$ cat src/rtl/risc_pkg.sv
// Shared RV32I control definitions: opcodes, datapath select encodings,
// multi-cycle state/trap enums and the registered decode record.
package risc_pkg;

  localparam logic [6:0] OPC_LUI    = 7'b0110111;
  localparam logic [6:0] OPC_AUIPC  = 7'b0010111;
  localparam logic [6:0] OPC_JAL    = 7'b1101111;
  localparam logic [6:0] OPC_JALR   = 7'b1100111;
  localparam logic [6:0] OPC_BRANCH = 7'b1100011;
  localparam logic [6:0] OPC_LOAD   = 7'b0000011;
  localparam logic [6:0] OPC_STORE  = 7'b0100011;
  localparam logic [6:0] OPC_OPIMM  = 7'b0010011;
  localparam logic [6:0] OPC_OP     = 7'b0110011;

  localparam logic [2:0] F3_ADD  = 3'b000;
  localparam logic [2:0] F3_SLL  = 3'b001;
  localparam logic [2:0] F3_SLT  = 3'b010;
  localparam logic [2:0] F3_SLTU = 3'b011;
  localparam logic [2:0] F3_XOR  = 3'b100;
  localparam logic [2:0] F3_SR   = 3'b101;
  localparam logic [2:0] F3_OR   = 3'b110;
  localparam logic [2:0] F3_AND  = 3'b111;

  typedef enum logic [3:0] {
    ALU_ADD, ALU_SUB, ALU_SLL, ALU_SLT, ALU_SLTU,
    ALU_XOR, ALU_SRL, ALU_SRA, ALU_OR, ALU_AND
  } op_enum_alu;

  typedef enum logic [1:0] {WR_ALU, WR_MEM, WR_PC, WR_IMM} op_enum_wr_data_sel;

  // Encoded to match funct3[1:0] of loads/stores.
  typedef enum logic [1:0] {DMEM_BYTE, DMEM_HALF, DMEM_WORD} op_enum_dmem_size;

  typedef enum logic [2:0] {FETCH, DECODE, EXEC, MEM, WB, TRAP} op_enum_mc_state;

  typedef enum logic [1:0] {TRAP_NONE, TRAP_ILLEGAL, TRAP_IMEM_TO, TRAP_DMEM_TO} op_enum_trap;

  typedef struct packed {
    logic               valid;
    logic               is_load;
    logic               is_store;
    logic               is_branch;
    logic               is_jump;
    logic               op1_pc;
    logic               op2_imm;
    op_enum_alu         alu_op;
    op_enum_wr_data_sel wr_sel;
    op_enum_dmem_size   size;
    logic               zero_ex;
  } dec_t;

  // Only R-type uses funct7[5] to pick SUB; shifts use it in both R and I forms.
  function automatic op_enum_alu alu_func(input logic [2:0] f3, input logic f7b5,
                                          input logic is_r);
    case (f3)
      F3_ADD:  return (is_r && f7b5) ? ALU_SUB : ALU_ADD;
      F3_SLL:  return ALU_SLL;
      F3_SLT:  return ALU_SLT;
      F3_SLTU: return ALU_SLTU;
      F3_XOR:  return ALU_XOR;
      F3_SR:   return f7b5 ? ALU_SRA : ALU_SRL;
      F3_OR:   return ALU_OR;
      default: return ALU_AND;
    endcase
  endfunction

endpackage

$ cat src/rtl/control_multicycle_decode.sv
// Combinational instruction decode: IR -> type flags, operand/writeback
// selects, ALU function and data-memory access shape.
module control_decode
  import risc_pkg::*;
(
  input  logic [31:0] ir_i,
  output dec_t        dec_o
);

  logic [6:0] opc;
  logic [2:0] f3;
  logic       f7b5;
  logic       field_unused;

  assign opc          = ir_i[6:0];
  assign f3           = ir_i[14:12];
  assign f7b5         = ir_i[30];
  assign field_unused = ^{ir_i[31], ir_i[29:15], ir_i[11:7]};

  always_comb begin
    dec_o        = '0;
    dec_o.alu_op = ALU_ADD;
    dec_o.wr_sel = WR_ALU;
    dec_o.size   = op_enum_dmem_size'(f3[1:0]);
    case (opc)
      OPC_OP: begin
        dec_o.valid  = 1'b1;
        dec_o.alu_op = alu_func(f3, f7b5, 1'b1);
      end
      OPC_OPIMM: begin
        dec_o.valid   = 1'b1;
        dec_o.op2_imm = 1'b1;
        dec_o.alu_op  = alu_func(f3, f7b5, 1'b0);
      end
      OPC_LUI: begin
        dec_o.valid   = 1'b1;
        dec_o.op2_imm = 1'b1;
        dec_o.wr_sel  = WR_IMM;
      end
      OPC_AUIPC: begin
        dec_o.valid   = 1'b1;
        dec_o.op1_pc  = 1'b1;
        dec_o.op2_imm = 1'b1;
      end
      OPC_JAL: begin
        dec_o.valid   = 1'b1;
        dec_o.is_jump = 1'b1;
        dec_o.op1_pc  = 1'b1;
        dec_o.op2_imm = 1'b1;
        dec_o.wr_sel  = WR_PC;
      end
      OPC_JALR: begin
        dec_o.valid   = (f3 == 3'b000);
        dec_o.is_jump = 1'b1;
        dec_o.op2_imm = 1'b1;
        dec_o.wr_sel  = WR_PC;
      end
      OPC_BRANCH: begin
        dec_o.valid     = (f3[2:1] != 2'b01);
        dec_o.is_branch = 1'b1;
        dec_o.op1_pc    = 1'b1;
        dec_o.op2_imm   = 1'b1;
      end
      // Legal loads: LB/LH/LW/LBU/LHU.
      OPC_LOAD: begin
        dec_o.valid   = (f3[1:0] != 2'b11) && !(f3[2] && f3[1]);
        dec_o.is_load = 1'b1;
        dec_o.op2_imm = 1'b1;
        dec_o.wr_sel  = WR_MEM;
        dec_o.zero_ex = f3[2];
      end
      OPC_STORE: begin
        dec_o.valid    = !f3[2] && (f3[1:0] != 2'b11);
        dec_o.is_store = 1'b1;
        dec_o.op2_imm  = 1'b1;
      end
      default: dec_o.valid = 1'b0;
    endcase
  end

endmodule

$ cat src/rtl/control_multicycle.sv
// Multi-cycle RV32I control FSM: FETCH/DECODE/EXEC/MEM/WB with imem/dmem
// handshakes, bounded memory waits and a sticky trap.
module control_multicycle
  import risc_pkg::*;
#(
  parameter int IMEM_TIMEOUT = 16,
  parameter int DMEM_TIMEOUT = 16
) (
  input  logic               clk,
  input  logic               reset,
  input  logic [31:0]        instr,
  input  logic               imem_ack,
  input  logic               dmem_ack,
  input  logic               branch_taken,
  output logic               imem_req,
  output logic               ir_wr,
  output logic               mdr_wr,
  output logic               pc_wr,
  output logic               pc_sel,
  output logic               op1_sel,
  output logic               op2_sel,
  output op_enum_alu         alu_op,
  output op_enum_wr_data_sel rf_wr_data_sel,
  output logic               rf_wr_en,
  output logic               dmem_req,
  output logic               dmem_wr,
  output op_enum_dmem_size   dmem_size,
  output logic               dmem_zero_ex,
  output logic               trap,
  output op_enum_trap        trap_cause
);

  localparam int MAX_TO = (IMEM_TIMEOUT > DMEM_TIMEOUT) ? IMEM_TIMEOUT : DMEM_TIMEOUT;
  localparam int CNT_W  = (MAX_TO < 1) ? 1 : $clog2(MAX_TO + 1);
  localparam logic [CNT_W-1:0] IMEM_LIM = CNT_W'((IMEM_TIMEOUT > 0) ? IMEM_TIMEOUT - 1 : 0);
  localparam logic [CNT_W-1:0] DMEM_LIM = CNT_W'((DMEM_TIMEOUT > 0) ? DMEM_TIMEOUT - 1 : 0);

  op_enum_mc_state state_q, state_d;
  logic [31:0]     ir_q, ir_d;
  dec_t            dec_q, dec_d, dec_w;
  logic [CNT_W-1:0] cnt_q, cnt_d;
  logic            trap_q, trap_d;
  op_enum_trap     cause_q, cause_d;
  logic            valid_unused;

  control_decode u_decode (
    .ir_i  (ir_q),
    .dec_o (dec_w)
  );

  always_ff @(posedge clk) begin
    if (reset) begin
      state_q <= FETCH;
      ir_q    <= '0;
      dec_q   <= '0;
      cnt_q   <= '0;
      trap_q  <= 1'b0;
      cause_q <= TRAP_NONE;
    end else begin
      state_q <= state_d;
      ir_q    <= ir_d;
      dec_q   <= dec_d;
      cnt_q   <= cnt_d;
      trap_q  <= trap_d;
      cause_q <= cause_d;
    end
  end

  // Counter defaults to clear; it only advances while a memory wait continues.
  always_comb begin
    state_d  = state_q;
    ir_d     = ir_q;
    dec_d    = dec_q;
    cnt_d    = '0;
    trap_d   = trap_q;
    cause_d  = cause_q;
    imem_req = 1'b0;
    ir_wr    = 1'b0;
    mdr_wr   = 1'b0;
    pc_wr    = 1'b0;
    pc_sel   = 1'b0;
    op1_sel  = 1'b0;
    op2_sel  = 1'b0;
    alu_op   = ALU_ADD;
    rf_wr_en = 1'b0;
    dmem_req = 1'b0;
    dmem_wr  = 1'b0;
    case (state_q)
      FETCH: begin
        imem_req = 1'b1;
        if (imem_ack) begin
          ir_wr   = 1'b1;
          ir_d    = instr;
          state_d = DECODE;
        end else if ((IMEM_TIMEOUT != 0) && (cnt_q == IMEM_LIM)) begin
          state_d = TRAP;
          trap_d  = 1'b1;
          cause_d = TRAP_IMEM_TO;
        end else begin
          cnt_d = cnt_q + CNT_W'(1);
        end
      end
      DECODE: begin
        dec_d = dec_w;
        if (!dec_w.valid) begin
          state_d = TRAP;
          trap_d  = 1'b1;
          cause_d = TRAP_ILLEGAL;
        end else begin
          state_d = EXEC;
        end
      end
      EXEC: begin
        op1_sel = dec_q.op1_pc;
        op2_sel = dec_q.op2_imm;
        alu_op  = dec_q.alu_op;
        if (dec_q.is_branch) begin
          pc_wr   = 1'b1;
          pc_sel  = branch_taken;
          state_d = FETCH;
        end else if (dec_q.is_load || dec_q.is_store) begin
          state_d = MEM;
        end else begin
          state_d = WB;
        end
      end
      MEM: begin
        dmem_req = 1'b1;
        dmem_wr  = dec_q.is_store;
        if (dmem_ack) begin
          if (dec_q.is_store) begin
            pc_wr   = 1'b1;
            state_d = FETCH;
          end else begin
            mdr_wr  = 1'b1;
            state_d = WB;
          end
        end else if ((DMEM_TIMEOUT != 0) && (cnt_q == DMEM_LIM)) begin
          state_d = TRAP;
          trap_d  = 1'b1;
          cause_d = TRAP_DMEM_TO;
        end else begin
          cnt_d = cnt_q + CNT_W'(1);
        end
      end
      WB: begin
        rf_wr_en = 1'b1;
        pc_wr    = 1'b1;
        pc_sel   = dec_q.is_jump;
        state_d  = FETCH;
      end
      TRAP:    state_d = TRAP;
      default: state_d = FETCH;
    endcase
    // Requests and strobes drop in the same cycle reset is asserted.
    if (reset) begin
      imem_req = 1'b0;
      dmem_req = 1'b0;
      dmem_wr  = 1'b0;
      ir_wr    = 1'b0;
      mdr_wr   = 1'b0;
      pc_wr    = 1'b0;
      rf_wr_en = 1'b0;
    end
  end

  assign rf_wr_data_sel = dec_q.wr_sel;
  assign dmem_size      = dec_q.size;
  assign dmem_zero_ex   = dec_q.zero_ex;
  assign trap           = trap_q;
  assign trap_cause     = cause_q;
  assign valid_unused   = dec_q.valid;

endmodule

$ cat config.mk
export PLATFORM = sky130hd
export DESIGN_NAME = control_multicycle
export DESIGN_NICKNAME = d
export VERILOG_FILES = /design/src/rtl/risc_pkg.sv /design/src/rtl/control_multicycle_decode.sv /design/src/rtl/control_multicycle.sv
export SDC_FILE = /design/constraint.sdc
export NUM_CORES = 1
export LEC_CHECK = 0
export BUFFER_PORTS_ARGS = -buffer_cell sky130_fd_sc_hd__buf_2
export CAP_MARGIN = 20
export CORE_MARGIN = 1
export CORE_UTILIZATION = 50
export CTS_CLUSTER_SIZE = 28
export DETAILED_ROUTE_END_ITERATION = 10
export PLACE_DENSITY_LB_ADDON = 0.05
export SETUP_SLACK_MARGIN = 0.2
export SYNTH_ARGS = -nofsm -noshare
export SYNTH_HDL_FRONTEND = slang
export SYNTH_HIERARCHICAL = 1
export SYNTH_SLANG_ARGS = --single-unit
$ cat constraint.sdc
create_clock -name clk -period 1.8 [get_ports clk]
set_input_delay 0.36 -clock clk [delete_from_list [all_inputs] [get_ports clk]]
set_output_delay 0.36 -clock clk [all_outputs]
set_load 0.01 [all_outputs]
==> impl_metrics.py <==
metrics = {
    "run_status": {
        "status": "finished, violations left",
        "violations": "setup timing",
    },
    "floorplan": {
        "dieArea_um2": 4500,
        "die_h_um": 67.1,
        "initial_core_util": 0.525,
        "core_um2": 4030,
        "ios": 59,
        "row_count": 23,
        "die_x_um": 67.1,
    },
    "setup_path": {
        "required_ns": 1.98,
        "criticalPathCategory": "reg -> reg",
        "ff2ff_path_depth": 7,
        "crit_path_start": "ir_q[4]$_SDFFE_PP0P_",
        "r2r-start": "ir_q[4]$_SDFFE_PP0P_",
        "ff2ff_setup_slack_ns": -0.07,
        "crit_path_max_incr_delay_ns": 0.35,
        "setup.worst_path.end": "state_q[0]$_SDFF_PP0_",
        "arrival_ns": 2.05,
        "start_kind": "flop",
        "r2r-end": "state_q[0]$_SDFF_PP0_",
        "slowest_stage": "o32a_1",
        "crit_fanout": 4,
        "crit_path_end_kind": "flop",
        "path_cells": "nand3b_4 > o32a_1 > o211ai_1 > nand2b_1 > a22oi_1 > nor2_1 > o31a_1",
    },
    "place": {
        "pre_cts_ws_ns": -0.0550,
        "post-dp-hpwl_um": 3510,
        "gp_congestion": 0.889,
        "numPortBuffers": 37,
        "placed_cell_area_um2": 2400,
    },
    "cells_and_area": {
        "final_area_um2": 2790,
        "drive_above_1_share": 0.411,
        "nets": 373,
        "final_util": 0.692,
        "syn2layout_area_growth_pct": 31.7,
        "n_antenna_cell": 0,
    },
    "pwr": {
        "p_leak_uw": 0.00118,
        "pwr_density_cell_nw_per_um2": 743,
        "p_total_uw": 2070,
        "peakVddDrop_mv": 0.451,
    },
    "route": {
        "wl_met2_um": 2560,
        "viasPerCell": 5.45,
        "wirelength_um": 5320,
        "wire_per_inst_um": 13.8,
        "drtPass1Iterations": 5,
        "antenna_left": 0,
        "vias": 2103,
        "drc": 0,
        "highest_layer": "met4",
        "met1_length_um": 2450,
        "routed-wl-met3_um": 241,
        "first_iter_violations": 93,
    },
    "clocking": {
        "clock_latency_ns": 0.29,
        "cts_num_sinks": 37,
        "htree_levels": 2,
        "cts_tree": "yes",
        "clk_path_buf_depth": 2,
        "cts_buffers": 5,
        "clock-root-buffer": "clkbuf_8",
        "clk_pin_slew_ns": 0.08,
    },
    "grt": {
        "grt_max_degree": 17,
        "grt_pass1_wl_um": 8050,
        "overflow": 0,
        "grt_pass1_vias": 1809,
        "grt_usage": 0.237,
        "antenna_found_initial": 0,
    },
    "job": {
        "max-cap-violations": 0,
    },
    "hold_path": {
        "hp-start": "instr[3]",
        "holdCritPathClass": "in -> reg",
    },
    "synthesis": {
        "syn_area_per_cell_um2": 7.56,
        "syn_inst": 280,
        "ys_warn_count": 6,
        "synth_nets": 318,
        "synthesis.area_um2": 2120,
    },
    "sta": {
        "worst_clock_skew_ns": 0.00488,
        "rsz0062_at_grt": "true",
        "final_max_slew_viol_count": 0,
        "worst_slew_pin_slew_ns": 0.496,
        "relSlewSlack": 0.666,
        "fin_setup_tns_ns": -0.123,
        "setup_viol_count_final": 2,
        "min_period_ns": 1.87,
        "fmax_mhz": 535,
        "layout_setup_ws_ns": -0.0697,
        "finalCritPeriodShare": 1.04,
        "hold_viol_final": 0,
    },
}
registers in the layout (all words and copies together) (netlist names):
signal / count
state_q: 3
ir_q: 11
dmem_zero_ex: 1
rf_wr_data_sel: 2
trap_cause: 2
dmem_size: 2
cnt_q: 5
trap: 1
dec_q: 10
stage by stage:
step	std cells	hold WS (ns)
floorplan	280	0.432
global placement	364	0.435
detailed placement	364	0.438
CTS	378	0.288
global route	386	0.303
finish	386	0.289
how the worst min path moves through the flow:
stage	to	slack, ns	cells after the start
2_1_floorplan	dec_q[10]$_SDFFE_PP0N_	0.43	2
3_3_place_gp	trap$_SDFFE_PP0P_	0.44	2
3_5_place_dp	trap$_SDFFE_PP0P_	0.44	2
4_1_cts	ir_q[13]$_SDFFE_PP0P_	0.29	3
5_1_grt	ir_q[4]$_SDFFE_PP0P_	0.30	3
6_report	ir_q[3]$_SDFFE_PP0P_	0.29	3
routing by layer:
layer	vias up	track usage
met5	-	0
met4	0	0.0665
met3	11	0.0582
met2	64	0.379
met1	973	0.312
li1	1055	-
worst max-delay path: cells and delay by family (launching register included):
family / cells / cell delay (ns)
flip-flops: 1 / 0.34
AO/OA/AOI/OAI: 4 / 1.06
AND/OR/NAND/NOR: 3 / 0.36
placed cells by master, fill, tap and decap left out, types with 3 or more instances in the layout:
cell and count:
buf_2 35, nand2b_1 10, nor3_1 4, nand3b_1 5, dfxtp_1 26, buf_6 8
buf_4 34, and2_4 3, o21ai_0 3, nor2_1 13, nor3_2 4, a21oi_1 31
and3_1 4, nand3_1 7, dfxtp_2 9, a21oi_2 3, nand2_1 57, clkbuf_8 5
and2_1 6, inv_1 5
layout make-up:
cell class | count | area [um2]
flip-flops and latches | 37 | 759
clock inverters | 3 | 17.5
inverters | 6 | 30.0
repair buffers | 78 | 536
well taps | 50 | 62.6
multi-input cells | 207 | 1310
clock buffers | 5 | 68.8
fillers | 341 | 1240
repair_timing:
action                                  4_1_cts  5_1_grt
endpoints found under the setup margin       19       25
buffers inserted                              6        8
hold buffers                                  0        0
resized for setup                            22       34
pin swaps                                    11       14
power breakdown:
| part | switching [uW] | leakage [uW] | internal (uW) | total [uW] |
|---|---|---|---|---|
| clock network | 310 | 0.0000439 | 267 | 577 |
| registers | 48.3 | 0.000306 | 869 | 918 |
| logic | 320 | 0.000826 | 255 | 575 |
Note: power is estimated with default switching activity, not from simulation.
